**src/rtl/ahblite_pkg.sv**
```systemverilog
// Shared AHB-Lite encodings and the address-phase record used for
// capturing and muxing master requests.
package ahblite_pkg;

  localparam logic [1:0] HTRANS_IDLE   = 2'b00;
  localparam logic [1:0] HTRANS_BUSY   = 2'b01;
  localparam logic [1:0] HTRANS_NONSEQ = 2'b10;
  localparam logic [1:0] HTRANS_SEQ    = 2'b11;

  localparam logic [2:0] HBURST_SINGLE = 3'b000;
  localparam logic [2:0] HBURST_INCR   = 3'b001;
  localparam logic [2:0] HBURST_WRAP4  = 3'b010;
  localparam logic [2:0] HBURST_INCR4  = 3'b011;
  localparam logic [2:0] HBURST_WRAP8  = 3'b100;
  localparam logic [2:0] HBURST_INCR8  = 3'b101;
  localparam logic [2:0] HBURST_WRAP16 = 3'b110;
  localparam logic [2:0] HBURST_INCR16 = 3'b111;

  // Widest address the capture registers can hold.
  localparam int AHB_AW_MAX = 32;

  typedef struct packed {
    logic [AHB_AW_MAX-1:0] addr;
    logic                  write;
    logic [2:0]            size;
    logic [2:0]            burst;
    logic [3:0]            prot;
    logic                  lock;
  } ahb_addr_ph_t;

  // BUSY and SEQ both mean the owner is mid-burst.
  function automatic logic trans_holds(input logic [1:0] trans);
    return (trans == HTRANS_BUSY) || (trans == HTRANS_SEQ);
  endfunction

endpackage

```
**src/rtl/ahblite_rr_arbiter.sv**
```systemverilog
// Combinational round-robin grant: nearest requester after the owner wins,
// the owner itself is considered last, and hold pins the grant to the owner.
module ahblite_rr_arbiter #(
  parameter int  MST_NUM = 2,
  localparam int IW      = $clog2(MST_NUM)
) (
  input  logic [MST_NUM-1:0] req,
  input  logic [IW-1:0]      owner,
  input  logic               hold,
  output logic [IW-1:0]      grant
);

  logic [MST_NUM-1:0] rot;

  // rot[d] is the request of master (owner + 1 + d) mod MST_NUM.
  assign rot = MST_NUM'({req, req} >> ({1'b0, owner} + 1'b1));

  always_comb begin
    grant = owner;
    if (!hold) begin
      for (int d = MST_NUM - 1; d >= 0; d--) begin
        if (rot[d]) grant = IW'((int'(owner) + 1 + d) % MST_NUM);
      end
    end
  end

endmodule

```
**src/rtl/ahblite_mst_arbiter.sv**
```systemverilog
// Merges MST_NUM AHB-Lite masters onto one downstream master port. The owner
// passes through combinationally; other masters are captured and replayed.
module ahblite_mst_arbiter
  import ahblite_pkg::*;
#(
  parameter int AHB_AW  = 32,
  parameter int AHB_DW  = 32,
  parameter int MST_NUM = 2
) (
  input  logic                            clk,
  input  logic                            rst,
  input  logic [MST_NUM-1:0]              hready_i,
  input  logic [MST_NUM-1:0][AHB_AW-1:0]  haddr_i,
  input  logic [MST_NUM-1:0]              hwrite_i,
  input  logic [MST_NUM-1:0][1:0]         htrans_i,
  input  logic [MST_NUM-1:0][2:0]         hsize_i,
  input  logic [MST_NUM-1:0][2:0]         hburst_i,
  input  logic [MST_NUM-1:0][3:0]         hprot_i,
  input  logic [MST_NUM-1:0]              hmastlock_i,
  input  logic [MST_NUM-1:0][AHB_DW-1:0]  hwdata_i,
  output logic [MST_NUM-1:0]              hreadyout_o,
  output logic [MST_NUM-1:0]              hresp_o,
  output logic [MST_NUM-1:0][AHB_DW-1:0]  hrdata_o,
  output logic                            m_hready_o,
  output logic [AHB_AW-1:0]               m_haddr_o,
  output logic                            m_hwrite_o,
  output logic [1:0]                      m_htrans_o,
  output logic [2:0]                      m_hsize_o,
  output logic [2:0]                      m_hburst_o,
  output logic [3:0]                      m_hprot_o,
  output logic                            m_hmastlock_o,
  output logic [AHB_DW-1:0]               m_hwdata_o,
  input  logic                            m_hreadyout_i,
  input  logic                            m_hresp_i,
  input  logic [AHB_DW-1:0]               m_hrdata_i
);

  localparam int IW = $clog2(MST_NUM);

  ahb_addr_ph_t              live [MST_NUM];
  ahb_addr_ph_t              pend [MST_NUM];
  ahb_addr_ph_t              src  [MST_NUM];
  logic [MST_NUM-1:0][1:0]   src_trans;
  logic [MST_NUM-1:0]        req;
  logic [MST_NUM-1:0]        pend_v;
  logic [IW-1:0]             owner;
  logic [IW-1:0]             grant;
  logic [IW-1:0]             dph_mst;
  logic                      dph_v;
  logic                      hold;
  logic                      accept;

  for (genvar i = 0; i < MST_NUM; i++) begin : g_port
    assign live[i] = '{addr:  AHB_AW_MAX'(haddr_i[i]),
                       write: hwrite_i[i],
                       size:  hsize_i[i],
                       burst: hburst_i[i],
                       prot:  hprot_i[i],
                       lock:  hmastlock_i[i]};

    // A captured transfer is always replayed as the start of a new sequence.
    assign src[i]       = pend_v[i] ? pend[i] : live[i];
    assign src_trans[i] = pend_v[i] ? HTRANS_NONSEQ : htrans_i[i];
    assign req[i]       = pend_v[i] | src_trans[i][1];

    assign hreadyout_o[i] = (dph_v && dph_mst == IW'(i)) ? m_hreadyout_i : ~pend_v[i];
    assign hresp_o[i]     = (dph_v && dph_mst == IW'(i)) ? m_hresp_i : 1'b0;
    assign hrdata_o[i]    = m_hrdata_i;
  end

  assign hold   = trans_holds(src_trans[owner]) | src[owner].lock;
  assign accept = m_hreadyout_i & req[grant];

  ahblite_rr_arbiter #(.MST_NUM(MST_NUM)) u_rr (
    .req   (req),
    .owner (owner),
    .hold  (hold),
    .grant (grant)
  );

  assign m_haddr_o     = AHB_AW'(src[grant].addr);
  assign m_hwrite_o    = src[grant].write;
  assign m_hsize_o     = src[grant].size;
  assign m_hburst_o    = src[grant].burst;
  assign m_hprot_o     = src[grant].prot;
  assign m_hmastlock_o = src[grant].lock;
  assign m_htrans_o    = (rst || !req[grant]) ? HTRANS_IDLE : src_trans[grant];
  assign m_hwdata_o    = hwdata_i[dph_mst];
  assign m_hready_o    = m_hreadyout_i;

  always_ff @(posedge clk or posedge rst) begin
    if (rst) begin
      owner   <= '0;
      dph_v   <= 1'b0;
      dph_mst <= '0;
      pend_v  <= '0;
      for (int i = 0; i < MST_NUM; i++) pend[i] <= '0;
    end else begin
      if (m_hreadyout_i) begin
        dph_v <= req[grant];
        if (req[grant]) begin
          owner   <= grant;
          dph_mst <= grant;
        end
      end
      // A master that loses arbitration while its bus is ready is parked here.
      for (int i = 0; i < MST_NUM; i++) begin
        if (accept && grant == IW'(i)) begin
          pend_v[i] <= 1'b0;
        end else if (htrans_i[i][1] && hready_i[i] && !pend_v[i]) begin
          pend_v[i] <= 1'b1;
          pend[i]   <= live[i];
        end
      end
    end
  end

endmodule
```
**config.mk**
```make
export PLATFORM = sky130hd
export DESIGN_NAME = ahblite_mst_arbiter
export DESIGN_NICKNAME = d
export VERILOG_FILES = /design/src/rtl/ahblite_pkg.sv /design/src/rtl/ahblite_rr_arbiter.sv /design/src/rtl/ahblite_mst_arbiter.sv
export SDC_FILE = /design/constraint.sdc
export NUM_CORES = 1
export LEC_CHECK = 0
export ABC_AREA = 1
export BUFFER_PORTS_ARGS = -buffer_cell sky130_fd_sc_hd__buf_2
export CAP_MARGIN = 30
export CORE_AREA = 5 5 129 131
export CTS_CLUSTER_DIAMETER = 120
export CTS_CLUSTER_SIZE = 20
export DETAILED_ROUTE_END_ITERATION = 8
export DIE_AREA = 0 0 134 136
export PLACE_DENSITY = 0.74
export SYNTH_ARGS = -nofsm -noshare
export SYNTH_HDL_FRONTEND = slang
export SYNTH_HIERARCHICAL = 1
export SYNTH_SLANG_ARGS = --single-unit
export TNS_END_PERCENT = 100
```
**constraint.sdc**
```tcl
create_clock -name clk -period 7.2 [get_ports clk]
set_clock_uncertainty 0.2 [all_clocks]
set_input_delay 0.36 -clock clk [delete_from_list [all_inputs] [get_ports clk]]
set_output_delay 0.36 -clock clk [all_outputs]
set_load 0.005 [all_outputs]
```
==> out/metrics.cfg <==
[yosys]
synth.cell_area_um2 = 6190
number_of_distinct_standard_cells_referenced_by_the_synthesized_netlist = 24
synth_largest_area_cell = sky130_fd_sc_hd__dfrtp_1
yosys_warnings = 6
mappedNetlistNets = 1052
syn_avg_cell_area_um2 = 7.21
synth.top_cells.by_count = 294 x sky130_fd_sc_hd__nand2_1, 92 x sky130_fd_sc_hd__dfrtp_1, 90 x sky130_fd_sc_hd__nor2_1, 90 x sky130_fd_sc_hd__o21ai_0, 73 x sky130_fd_sc_hd__buf_4
number_of_flops_mapped_to_enable_cells_by_yosys = 0
synth-async-reset-ratio_pct = 100
synth_top_cells_by_area = sky130_fd_sc_hd__dfrtp_1 37%, sky130_fd_sc_hd__nand2_1 18%, sky130_fd_sc_hd__buf_4 8.9%
ys_ff_latch = 92
most_numerous_cell_in_the_yosys_netlist = sky130_fd_sc_hd__nand2_1
yosys.area.top_type_share_pct = 37.2
synth_ff_type = sky130_fd_sc_hd__dfrtp_1
seq_area_frac_synth_pct = 37.2
syn-instance-count = 858

[pwr]
vdd.ir_drop.worst_mv = 0.180
power.density_nw_per_um2 = 462
total_power_mw = 3.31
static-leakage-power_nw = 3.90

[finish]
syn2layout_area_growth_pct = 15.9
n_antenna_cell = 0
nets = 1187
fraction_of_layout_instances_using_a_drive_strength_above_1_pct = 31.5

[worst_setup_path]
timing.reg2reg.setup_slack_ns = 2.49
endpoint_kind = output pin
cp.arrival_ns = 4.17
worst_path_most_repeated_cell = sky130_fd_sc_hd__clkinv_1
worst_path_dominant_cell_family = buffers and inverters
timing.critical_path.slowest_cell_delay_ns = 0.81
critPathRequiredTime_ns = 6.64
critical_path_buf_inv_count = 6
critPathLaunchType = flop
category_of_the_critical_setup_timing_path = flop to output pin
critical_path.slowest_cell = sky130_fd_sc_hd__clkinv_1
worstPathCellList = clkinv_1, a21oi_1, a21oi_1, inv_1, nand3_1, nand2_1, clkinv_1, clkinv_1, buf_4, o21ai_0, o22ai_1, buf_2
critPathMaxFanout = 46

[die]
core_area_um2 = 15500
die_area_um2 = 18200
die_y_um = 136
initial_core_util_pct = 40.0
ios = 341
floorplan.rows = 46
die_w_um = 134

[clock_tree]
clk-insertion-delay-late_ns = 0.33
cts_hold_buffers = 1
post_cts_resize_count = 0
clock_buffers_created_by_tritoncts = 9
clock-root-buffer = sky130_fd_sc_hd__clkbuf_16
post_cts_buffers = 0
ctsLongestPathBuffers = 2
tritoncts = built
tritoncts_num_sinks = 92
h-tree-depth = 3
cts.clk_slew.worst_paths_ns = 0.07

[global_routing]
first_global_vias = 6039
grt_max_degree = 59
global_route.usage.total_pct = 21.6
grt_first_pass_wirelength_mm = 31.7
grt_antenna_before_repair = 2
global_route.overflow_total = 0

[route]
detail_route.drc_violations = 0
detailedRoute.firstPassIterationCount = 5
antenna_violating_nets_post_route = 0
wl_per_cell_um = 16.9
avgViaCountPerCell = 5.22
initial_drc_count = 519
route.vias.total = 6210
postRouteWirelength_mm = 20.1

[placed_design]
io_buffers = 244
place.gp.congestion = 0.751
placement.setup.worst_slack_ns = 2.42
place_hpwl_mm = 13.3

[timing]
final_max_slew_viol_count = 0
final.setup.worst_slack_ns = 2.47
achievable-frequency_ghz = 0.211
worst_slew_pin_slew_ns = 0.975
rsz0062_at_grt = false
finalHoldViolations = 0
relative_slew_slack_pct = 35.0
post-route-period-util_pct = 65.7
report.final.setup_viol = 0
fin_setup_tns_ns = 0
final_period_minus_worst_setup_slack_ns = 4.73

[worst_hold_path]
hold_path.class = input pin to flop

[job]
max-cap-violations = 0

[run_status]
status = complete, no violations

cells by family (layout without fill, tap and decap cells):
logic type | Yosys count | in the layout | share of synthesized area (%)
compound gates | 138 | 138 | 12.1
buf+inv | 144 | 284 | 15.5
flops | 92 | 92 | 37.2
simple gates | 484 | 484 | 35.2
placed cells by master (no fill, tap or decap), types with 3 or more instances in the layout:
cell | netlist | routed
sky130_fd_sc_hd__clkbuf_16 | 0 | 9
sky130_fd_sc_hd__nand2_4 | 3 | 3
sky130_fd_sc_hd__clkinv_1 | 1 | 3
sky130_fd_sc_hd__nand3_1 | 57 | 57
sky130_fd_sc_hd__dfrtp_1 | 92 | 90
sky130_fd_sc_hd__inv_1 | 13 | 10
sky130_fd_sc_hd__o21ai_0 | 90 | 90
sky130_fd_sc_hd__buf_4 | 73 | 6
sky130_fd_sc_hd__nand3_2 | 34 | 34
sky130_fd_sc_hd__nor2_1 | 90 | 90
sky130_fd_sc_hd__buf_2 | 16 | 244
sky130_fd_sc_hd__o22ai_1 | 43 | 43
sky130_fd_sc_hd__nand2_1 | 294 | 294
per-stage QoR:
step | instances | area (um2) | hold WS, ns | utilization [%]
finish | 1190 | 7170 | 0.0544 | 46.3
floorplan | 858 | 6190 | 0.237 | -
detailed placement | 1173 | 6830 | 0.233 | 44.1
global placement | 1172 | 6800 | 0.229 | 43.9
global route | 1190 | 7170 | 0.0632 | 46.3
CTS | 1190 | 7170 | 0.0433 | 46.3
report_power, final:
group | switching (mW) | internal [mW] | total [mW]
logic | 1.19 | 0.703 | 1.89
clock network | 0.202 | 0.325 | 0.526
registers | 0.135 | 0.761 | 0.896
final cells by class:
| class | instances | area (um2) |
|---|---|---|
| well taps | 192 | 240 |
| multi-input cells | 622 | 2930 |
| repair buffers | 252 | 1300 |
| fillers | 1616 | 8310 |
| flip-flops and latches | 92 | 2300 |
| inverters | 16 | 65.1 |
| clock buffers | 13 | 260 |
| clock inverters | 3 | 68.8 |
worst register-to-register path, stage by stage, from the launching register on:
cell                       delay [ns]
sky130_fd_sc_hd__dfrtp_1         0.51
sky130_fd_sc_hd__clkinv_1        0.81
sky130_fd_sc_hd__a21oi_1         0.37
sky130_fd_sc_hd__a21oi_1         0.10
sky130_fd_sc_hd__inv_1           0.08
sky130_fd_sc_hd__nand3_1         0.06
sky130_fd_sc_hd__nand2_1         0.08
sky130_fd_sc_hd__clkinv_1        0.49
sky130_fd_sc_hd__clkinv_1        0.25
sky130_fd_sc_hd__nand3_4         0.51
sky130_fd_sc_hd__nand2_2         0.92
sky130_fd_sc_hd__nand2_1         0.15
sky130_fd_sc_hd__nand2_1         0.10
final timing paths:
path                                 startpoint                    to  cells after the start
max                         dph_mst$_DFFE_PP0N_         m_haddr_o[29]                     12
min                                  hprot_i[5]   pend[2]$_DFFE_PP0P_                      3
max reg2reg                 dph_mst$_DFFE_PP0N_  pend[54]$_DFFE_PP0P_                     12
min reg2reg                pend[49]$_DFFE_PP0P_  pend[49]$_DFFE_PP0P_                      2
max in group asynchronous                   rst  pend[47]$_DFFE_PP0P_                      4
min in group asynchronous                   rst  pend[71]$_DFFE_PP0P_                      3
registers in the layout (all words and copies together), names as in the netlist:
name     flops
dph_mst      1
dph_v        1
pend        88
pend_v       2
per-layer routing:
layer / track usage, % / share of wire, % / up-vias
li1: - / - / 3000
met1: 30.0 / 45 / 2943
met2: 35.2 / 48 / 230
met3: 3.15 / 6.0 / 33
met4: 6.11 / 1.4 / 4
met5: 0 / 0.16 / -
(Power assumes the default switching activity.)
